==> src/rtl/fifo_write_arbiter_pkg.sv <==
// Shared types and the round-robin search used by the FIFO write arbiter.
package fifo_arb_pkg;

    typedef enum logic {ARB_IDLE, ARB_BUSY} arb_state_e;

    localparam int unsigned MAX_REQ   = 32;
    localparam int unsigned MAX_IDX_W = 5;

    // First set bit of valid strictly after ptr, wrapping at n; returns ptr when none is set.
    function automatic int unsigned rr_next(input logic [MAX_REQ-1:0] valid,
                                            input int unsigned ptr,
                                            input int unsigned n);
        int unsigned pick;
        int unsigned idx;
        logic        found;
        pick  = ptr;
        found = 1'b0;
        for (int unsigned i = 1; i <= MAX_REQ; i++) begin
            if (i <= n) begin
                idx = (ptr + i) % n;
                if (!found && valid[idx[MAX_IDX_W-1:0]]) begin
                    pick  = idx;
                    found = 1'b1;
                end
            end
        end
        return pick;
    endfunction

endpackage

==> src/rtl/fifo_write_arbiter_if.sv <==
// Producer-side stream bus, FIFO write port and arbiter status, bundled for the arbiter.
interface fifo_write_arbiter_if #(
    parameter int unsigned NUM_REQ = 4
);
    import fifo_arb_pkg::*;

    localparam int unsigned IDX_W = $clog2(NUM_REQ);

    logic [NUM_REQ-1:0] i_req_valid;
    logic [NUM_REQ-1:0] i_req_data;
    logic [NUM_REQ-1:0] i_req_last;
    logic [NUM_REQ-1:0] o_req_ready;
    logic               o_fifo_data;
    logic               o_fifo_write;
    logic               i_fifo_full;
    logic [NUM_REQ-1:0] o_grant;
    logic [IDX_W-1:0]   o_grant_idx;
    logic               o_busy;
    logic               o_abort;

    // Producers and the FIFO drive the inputs.
    modport master (
        output i_req_valid, i_req_data, i_req_last, i_fifo_full,
        input  o_req_ready, o_fifo_data, o_fifo_write, o_grant, o_grant_idx, o_busy, o_abort
    );

    // The arbiter itself.
    modport slave (
        input  i_req_valid, i_req_data, i_req_last, i_fifo_full,
        output o_req_ready, o_fifo_data, o_fifo_write, o_grant, o_grant_idx, o_busy, o_abort
    );

endinterface

==> src/rtl/fifo_write_arbiter_rr_pick.sv <==
// Combinational round-robin selector: first valid index after the pointer, wrapping.
module rr_pick
    import fifo_arb_pkg::*;
#(
    parameter  int unsigned NUM_REQ = 4,
    localparam int unsigned IDX_W   = $clog2(NUM_REQ)
) (
    input  logic [NUM_REQ-1:0] valid_i,
    input  logic [IDX_W-1:0]   ptr_i,
    output logic [IDX_W-1:0]   pick_o,
    output logic               any_o
);

    logic [MAX_REQ-1:0] valid_ext;

    generate
        for (genvar gi = 0; gi < MAX_REQ; gi++) begin : g_ext
            if (gi < NUM_REQ) begin : g_used
                assign valid_ext[gi] = valid_i[gi];
            end else begin : g_pad
                assign valid_ext[gi] = 1'b0;
            end
        end
    endgenerate

    always_comb begin
        pick_o = IDX_W'(rr_next(valid_ext, 32'(ptr_i), NUM_REQ));
    end

    assign any_o = |valid_i;

endmodule

==> src/rtl/fifo_write_arbiter.sv <==
// Frame-granular round-robin arbiter sharing one bit-wide FIFO write port among NUM_REQ
// producers, with an optional mid-frame stall timeout that aborts the frame.
module fifo_write_arbiter
    import fifo_arb_pkg::*;
#(
    parameter int unsigned NUM_REQ       = 4,
    parameter int unsigned STALL_TIMEOUT = 64
) (
    input logic                 i_clk,
    input logic                 i_reset,
    fifo_write_arbiter_if.slave bus
);

    localparam int unsigned IDX_W = $clog2(NUM_REQ);
    localparam int unsigned TMO_W = (STALL_TIMEOUT > 0) ? $clog2(STALL_TIMEOUT + 1) : 1;
    localparam logic [TMO_W-1:0] TMO_LAST = TMO_W'((STALL_TIMEOUT > 0) ? STALL_TIMEOUT - 1 : 0);
    localparam logic [IDX_W-1:0] PTR_RST  = IDX_W'(NUM_REQ - 1);
    localparam logic             TMO_ON   = (STALL_TIMEOUT != 0);

    arb_state_e         state_q, state_d;
    logic [IDX_W-1:0]   idx_q, idx_d;
    logic [TMO_W-1:0]   stall_q, stall_d;
    logic               abort_q, abort_d;

    logic [IDX_W-1:0]   pick;
    logic               any_valid;
    logic               busy;
    logic               cur_valid;
    logic               cur_data;
    logic               cur_last;
    logic               hs;
    logic [NUM_REQ-1:0] grant_oh;

    // The grant index doubles as the round-robin pointer.
    rr_pick #(.NUM_REQ(NUM_REQ)) u_pick (
        .valid_i (bus.i_req_valid),
        .ptr_i   (idx_q),
        .pick_o  (pick),
        .any_o   (any_valid)
    );

    assign busy      = (state_q == ARB_BUSY);
    assign cur_valid = bus.i_req_valid[idx_q];
    assign cur_data  = bus.i_req_data[idx_q];
    assign cur_last  = bus.i_req_last[idx_q];
    assign hs        = busy & cur_valid & ~bus.i_fifo_full;

    generate
        for (genvar gi = 0; gi < NUM_REQ; gi++) begin : g_grant
            assign grant_oh[gi] = busy & (idx_q == IDX_W'(gi));
        end
    endgenerate

    assign bus.o_grant      = grant_oh;
    assign bus.o_req_ready  = bus.i_fifo_full ? '0 : grant_oh;
    assign bus.o_fifo_write = hs;
    assign bus.o_fifo_data  = busy & cur_data;
    assign bus.o_grant_idx  = idx_q;
    assign bus.o_busy       = busy;
    assign bus.o_abort      = abort_q;

    always_comb begin
        state_d = state_q;
        idx_d   = idx_q;
        stall_d = stall_q;
        abort_d = 1'b0;
        case (state_q)
            ARB_IDLE: begin
                if (any_valid) begin
                    state_d = ARB_BUSY;
                    idx_d   = pick;
                    stall_d = '0;
                end
            end
            ARB_BUSY: begin
                if (hs) begin
                    stall_d = '0;
                    if (cur_last) begin
                        state_d = ARB_IDLE;
                    end
                end else if (TMO_ON && !cur_valid && !bus.i_fifo_full) begin
                    // Only a silent producer counts as a stall; a full FIFO just holds the count.
                    if (stall_q == TMO_LAST) begin
                        state_d = ARB_IDLE;
                        abort_d = 1'b1;
                        stall_d = '0;
                    end else begin
                        stall_d = stall_q + TMO_W'(1);
                    end
                end
            end
            default: begin
                state_d = ARB_IDLE;
            end
        endcase
    end

    always_ff @(posedge i_clk or posedge i_reset) begin
        if (i_reset) begin
            state_q <= ARB_IDLE;
            idx_q   <= PTR_RST;
            stall_q <= '0;
            abort_q <= 1'b0;
        end else begin
            state_q <= state_d;
            idx_q   <= idx_d;
            stall_q <= stall_d;
            abort_q <= abort_d;
        end
    end

endmodule

==> src/flat_wrapper.sv <==
// flat-port wrapper written by rule: the top's interface ports become plain ports
module fifo_write_arbiter_flat import fifo_arb_pkg::*;
#(
    parameter int unsigned NUM_REQ       = 4,
    parameter int unsigned STALL_TIMEOUT = 64
)
  (i_clk, i_reset, bus_i_req_valid, bus_i_req_data, bus_i_req_last, bus_i_fifo_full, bus_o_req_ready, bus_o_fifo_data, bus_o_fifo_write, bus_o_grant, bus_o_grant_idx, bus_o_busy, bus_o_abort);
  fifo_write_arbiter_if #(.NUM_REQ(NUM_REQ)) bus_i ();
  input logic i_clk;
  input logic i_reset;
  input wire logic [$bits(bus_i.i_req_valid)-1:0] bus_i_req_valid;
  input wire logic [$bits(bus_i.i_req_data)-1:0] bus_i_req_data;
  input wire logic [$bits(bus_i.i_req_last)-1:0] bus_i_req_last;
  input wire logic [$bits(bus_i.i_fifo_full)-1:0] bus_i_fifo_full;
  output wire logic [$bits(bus_i.o_req_ready)-1:0] bus_o_req_ready;
  output wire logic [$bits(bus_i.o_fifo_data)-1:0] bus_o_fifo_data;
  output wire logic [$bits(bus_i.o_fifo_write)-1:0] bus_o_fifo_write;
  output wire logic [$bits(bus_i.o_grant)-1:0] bus_o_grant;
  output wire logic [$bits(bus_i.o_grant_idx)-1:0] bus_o_grant_idx;
  output wire logic [$bits(bus_i.o_busy)-1:0] bus_o_busy;
  output wire logic [$bits(bus_i.o_abort)-1:0] bus_o_abort;
  assign bus_i.i_req_valid = bus_i_req_valid;
  assign bus_i.i_req_data = bus_i_req_data;
  assign bus_i.i_req_last = bus_i_req_last;
  assign bus_i.i_fifo_full = bus_i_fifo_full;
  assign bus_o_req_ready = bus_i.o_req_ready;
  assign bus_o_fifo_data = bus_i.o_fifo_data;
  assign bus_o_fifo_write = bus_i.o_fifo_write;
  assign bus_o_grant = bus_i.o_grant;
  assign bus_o_grant_idx = bus_i.o_grant_idx;
  assign bus_o_busy = bus_i.o_busy;
  assign bus_o_abort = bus_i.o_abort;
  fifo_write_arbiter #(.NUM_REQ(NUM_REQ), .STALL_TIMEOUT(STALL_TIMEOUT)) u_core (.i_clk(i_clk), .i_reset(i_reset), .bus(bus_i));
endmodule
==> config.mk <==
export PLATFORM = sky130hd
export DESIGN_NAME = fifo_write_arbiter_flat
export DESIGN_NICKNAME = d
export VERILOG_FILES = /design/src/rtl/fifo_write_arbiter_pkg.sv /design/src/rtl/fifo_write_arbiter_if.sv /design/src/rtl/fifo_write_arbiter_rr_pick.sv /design/src/rtl/fifo_write_arbiter.sv /design/src/flat_wrapper.sv
export SDC_FILE = /design/constraint.sdc
export NUM_CORES = 1
export LEC_CHECK = 0
export ABC_AREA = 1
export BUFFER_PORTS_ARGS = -buffer_cell sky130_fd_sc_hd__buf_2
export CAP_MARGIN = 20
export CORE_UTILIZATION = 52
export DETAILED_ROUTE_END_ITERATION = 12
export GPL_TIMING_DRIVEN = 1
export PLACE_DENSITY = 0.76
export SLEW_MARGIN = 5
export SYNTH_ARGS = -nofsm -noshare
export SYNTH_HDL_FRONTEND = slang
export SYNTH_SLANG_ARGS = --single-unit
==> constraint.sdc <==
create_clock -name i_clk -period 2.4 [get_ports i_clk]
set_input_delay 0.24 -clock i_clk [delete_from_list [all_inputs] [get_ports i_clk]]
set_output_delay 0.24 -clock i_clk [all_outputs]
set_load 0.01 [all_outputs]
; ---- After elaboration in Yosys (flattened, before gate mapping)
; Cells that the tools add are included.
[word_totals]
register_bits = 11
[op_classes]
magnitude_cmp = 5
n_addsub = 5
mux = 37
bitwise = 9
reduce_logical = 14
n_eq_ne = 6
[op_table]
columns = cell, n
row1 = $mux W7, 4
row2 = $lt A2 B6 Y1 const B, 4
row3 = $mux W1, 19
row4 = $bmux W1 S2, 7
row5 = $pmux W7 S2, 1
row6 = $mux W2, 4
row7 = $add A7 B1 Y7 const B, 1
row8 = $and A1 B1 Y1, 7
row9 = $eq A7 B6 Y1 const B, 1
row10 = $logic_not A1 Y1, 5
row11 = $add A2 B1 Y2 const B, 2
row12 = $add A2 B2 Y2 const B, 2
row13 = $eq A2 B2 Y1 const B, 2
row14 = $logic_and A1 B1 Y1, 4
row15 = $mux W4, 1
row16 = $reduce_bool A4 Y1, 1
row17 = $reduce_or A4 Y1, 1
row18 = $lt A2 B3 Y1 const B, 1
row19 = $ne A3 B3 Y1 const B, 1
row20 = $reduce_and A3 Y1, 1
row21 = $eq A2 B1 Y1 const B, 1
row22 = $logic_not A2 Y1, 1
row23 = $ne A2 B1 Y1 const B, 1
row24 = $not A1 Y1, 2
row25 = other kinds (2), 2

; ---- Longest topological paths before layout
[depth]
depth_word = 14
mapped_depth = 12
ltp_nobuf = 11

; ---- Cells and area by module
; A second synthesis with hierarchy kept.
[unflattened]
hier_cells = 156
area_unflattened_um2 = 1092.3
[modules_own_cells]
columns = mod, area_per_inst_um2, seq_area_each_um2, instances, cells_each
row1 = fifo_write_arbiter, 838.3, 277.8, 1, 112
row2 = rr_pick, 254.0, 0.0, 1, 44

; ---- Worst setup path before layout
; No wires, ideal clock.
[synth_path]
kind = register -> register
from = register u_core.idx_q[1], in the netlist u_core.bus.o_grant_idx[1]
to = register u_core.idx_q[1], in the netlist u_core.bus.o_grant_idx[1]
synth_period_minus_slack_ns = 1.814
arrival_ns = 1.738
setup_ns = 0.075
slack_ns = 0.586
path_stages_with_launch = 12
t_required_ns = 2.325
path_cell_list = dfstp_2 buf_4 inv_1 ha_1 inv_1 nand3_1 nand2_2 nand3_2 nand2_2 inv_1 nand2_1 nand2_1
[synth_via]
elab_chain_cells = 14
word_cells_on_any_way = 27
[synth_lines]
columns = item, line_no
row1 = start: declaration, fifo_write_arbiter.sv:21  ; logic [IDX_W-1:0] idx_q, idx_d;
row2 = start signal: assignment, fifo_write_arbiter.sv:106  ; idx_q <= idx_d;
row3 = $add A2 B1 Y2, fifo_write_arbiter_pkg.sv:20  ; idx = (ptr + i) % n;
row4 = $bmux W1 S2, fifo_write_arbiter_pkg.sv:21  ; if (!found && valid[idx[MAX_IDX_W-1:0]]) begin
row5 = $mux W1 (implied by the code), fifo_write_arbiter_pkg.sv:21
row6 = $mux W1, fifo_write_arbiter_pkg.sv:21
row7 = $logic_not A1 Y1, fifo_write_arbiter_pkg.sv:21
row8 = $logic_and A1 B1 Y1, fifo_write_arbiter_pkg.sv:21
row9 = $mux W1, fifo_write_arbiter_pkg.sv:21
row10 = $logic_not A1 Y1, fifo_write_arbiter_pkg.sv:21
row11 = $logic_and A1 B1 Y1, fifo_write_arbiter_pkg.sv:21
row12 = $mux W1, fifo_write_arbiter_pkg.sv:21
row13 = $logic_not A1 Y1, fifo_write_arbiter_pkg.sv:21
row14 = $logic_and A1 B1 Y1, fifo_write_arbiter_pkg.sv:21
row15 = $reduce_bool A4 Y1 (no source line), n/a
row16 = $reduce_and A3 Y1 (no source line), n/a
; Several ways; a longest one is shown, not always the timed one. The select of a mux whose other input is x is not followed.
; A chain may end at the register's enable or synchronous reset.

; ---- Final worst setup path
; Ends and elaborated chain as after synthesis.

==> impl_metrics.json <==
{
  "arrival_ps": 2150,
  "drt-initial-drc-count": 22,
  "setup_viol": 0,
  "drcViolationCount": 0,
  "final_common_cell": "nand2_1",
  "vias_per_cell": 5.09,
  "num_rows": 15,
  "stdcell_area_sq_mm": 0.00125,
  "worst_pin_slew_ps": 422,
  "yosysWarnings": 0,
  "drv_slew": 0,
  "dieWidth_um": 47.2,
  "synth_top_family_by_area": "simple AND/OR/NAND/NOR gates",
  "io_pins": 29,
  "synth.yosys.seq_area_share_pct": 26.1,
  "yosys.area_share.simple_pct": 43.6,
  "numCtsBuffers": 3,
  "slowest_stage": "dfstp_2",
  "ys_seq_elements": 11,
  "cts_resized": 0,
  "portBuffers": 28,
  "cp_slowest_stage_delay_ps": 680,
  "period_share_pct": 81.0,
  "max_freq_mhz": 514,
  "grt_overflow": 0,
  "syn_area_per_cell_sq_um": 7.18,
  "syn_nets": 168,
  "worst_setup_path_end_kind": "flip-flop",
  "clk_pin_slew_worst_paths_ps": 70,
  "hold_class": "input pin to flip-flop",
  "status": "complete, no violations",
  "core-area_sq_mm": 0.00182,
  "synth_adder_area_share_pct": 5.89,
  "ant_nets": 0,
  "grt_pass1_vias": 827,
  "final_cell_mix": "nand2_1, buf_2, inv_1, nand3_1, nor2_1",
  "htreeDepth": 1,
  "hold_viol": 0,
  "antenna_found_initial": 0,
  "wl_per_cell_um": 10.6,
  "insertedDiodeCount": 0,
  "yosysTopAreaCell": "dfrtp_1",
  "synth_compound_area_share_pct": 11.7,
  "grtUsageTotal_pct": 22.1,
  "area_growth_syn_to_layout_pct": 17.4,
  "max_cap_violations": 0,
  "power_leakage_uw": 0.000707,
  "crit_start": "u_core.bus.o_grant_idx[1]$_DFFE_PP1P_",
  "path_class": "flip-flop to flip-flop",
  "cts.sinks": 11,
  "fp.dieH_um": 47.2,
  "dpl.hpwl_um": 1720,
  "worst_ir_drop_vdd_uv": 889,
  "fp.dieArea_sq_mm": 0.00223,
  "insertion_delay_ps": 270,
  "layout-drive-gt1-share_pct": 36.3,
  "drt-pass1-iter-count": 5,
  "num-nets-final": 200,
  "start_util_pct": 58.4,
  "final.setup.tns_ps": 0,
  "cp_max_fo": 11,
  "critPathRequiredTime_ps": 2610,
  "synthMuxAreaShare_pct": 0,
  "period_minus_slack_ps": 1940,
  "crit_chain": "inv_1 > ha_1 > inv_1 > nand3_1 > nand2_2 > nand3_2 > nand2_2 > inv_1 > nand2_1 > nand2_1",
  "clk_path_buf_depth": 2,
  "dpl-instance-area_sq_mm": 0.00121,
  "clock-root-buffer": "clkbuf_4",
  "start_kind": "flip-flop",
  "num_vias": 1038,
  "min_from": "bus_i_fifo_full",
  "r2r_start": "u_core.bus.o_grant_idx[1]$_DFFE_PP1P_",
  "place_congestion": 0.761,
  "power_density_mw_per_mm2": 1150,
  "fin_skew_ps": 1.00,
  "synthCells": 148,
  "postRouteWirelength_um": 2170,
  "finalPower_uw": 1430,
  "cts_tree": "yes",
  "cp_common_cell": "inv_1",
  "yosys.area.top_type_share_pct": 21.2,
  "grt_pass1_wl_um": 3440,
  "synth_cell_types": 27,
  "synth_xor_area_share_pct": 2.47,
  "syn_area_sq_mm": 0.00106,
  "rsz0062_at_grt": "false",
  "synthTopCellsByArea": "dfrtp_1, nand2_1, nand3_1",
  "maxSlewHeadroom_pct": 71.8,
  "grt_max_degree": 16
}
state kept, by name (all words and copies together) (netlist names):
signal / count
u_core.bus.o_grant_idx: 2
u_core.bus.o_busy: 1
u_core.bus.o_abort: 1
u_core.stall_q: 7
cell usage after synthesis, drive strengths merged:
cell type / count
nand2: 49
a21oi: 6
o22ai: 1
dfrtp: 9
dfstp: 2
nor2: 16
nor3: 2
nand4: 2
o21ai: 7
xor2: 1
buf: 3
nand3: 20
a2bb2oi: 1
xnor2: 2
ha: 5
inv: 21
a22oi: 1
cell families (layout without fill, tap and decap cells):
group | after synthesis | after routing
XOR/XNOR | 3 | 3
buffers and inverters | 24 | 55
AO/OA/AOI/OAI | 16 | 16
flip-flops | 11 | 11
adder cells (fa/ha/maj) | 5 | 5
AND/OR/NAND/NOR | 89 | 89
per-layer routing:
metal	global-route usage [%]	part of all wire (%)	wire length, um	up-vias
met5	0	0	0	-
met4	3.43	0.23	5	0
met3	6.92	6.4	138	2
met2	36.4	46	994	34
met1	28.8	47	1030	464
li1	-	-	-	538
area by class of cell:
type	instances	area [sq um]
fill	154	573
multi-input combinational	113	676
inverter	21	78.8
clock buffer	4	26.3
tap	25	31.3
timing repair buffer	30	158
sequential	11	278
stage by stage:
step | hold WS [ps] | util, % | cells | setup slack, ps
finish | 338 | 68.5 | 204 | 456
global placement | 243 | 66.5 | 199 | 547
detailed placement | 252 | 66.5 | 199 | 480
CTS | 339 | 68.5 | 204 | 459
floorplan | 91.0 | - | 148 | 586
global route | 365 | 68.5 | 204 | 303
critical path, delay by kind of cell, from the launching register on:
kind / cells / cell delay, ps
flops: 1 / 680
buf+inv: 3 / 370
simple gates: 6 / 460
fa+ha+maj: 1 / 370
where the power goes:
part           internal, uW  switching, uW
clock                  64.4           61.7
combinational           362            633
sequential              241           68.0
total                   667            763
path summary, 6_finish.rpt:
kind	cells past startpoint	end	slack [ps]
min in group asynchronous	3	u_core.stall_q[3]$_DFFE_PP0P_	500
max	10	u_core.bus.o_grant_idx[1]$_DFFE_PP1P_	460
max in group asynchronous	3	u_core.bus.o_grant_idx[0]$_DFFE_PP1P_	1570
min	5	u_core.bus.o_busy$_DFF_PP0_	340
max reg2reg	10	u_core.bus.o_grant_idx[1]$_DFFE_PP1P_	460
min reg2reg	1	u_core.stall_q[0]$_DFFE_PP0P_	530
repair_timing:
item	CTS	global route
hold endpoints to repair	9	0
hold buffers	1	0
buffers inserted	0	0
(Power assumes the default switching activity.)
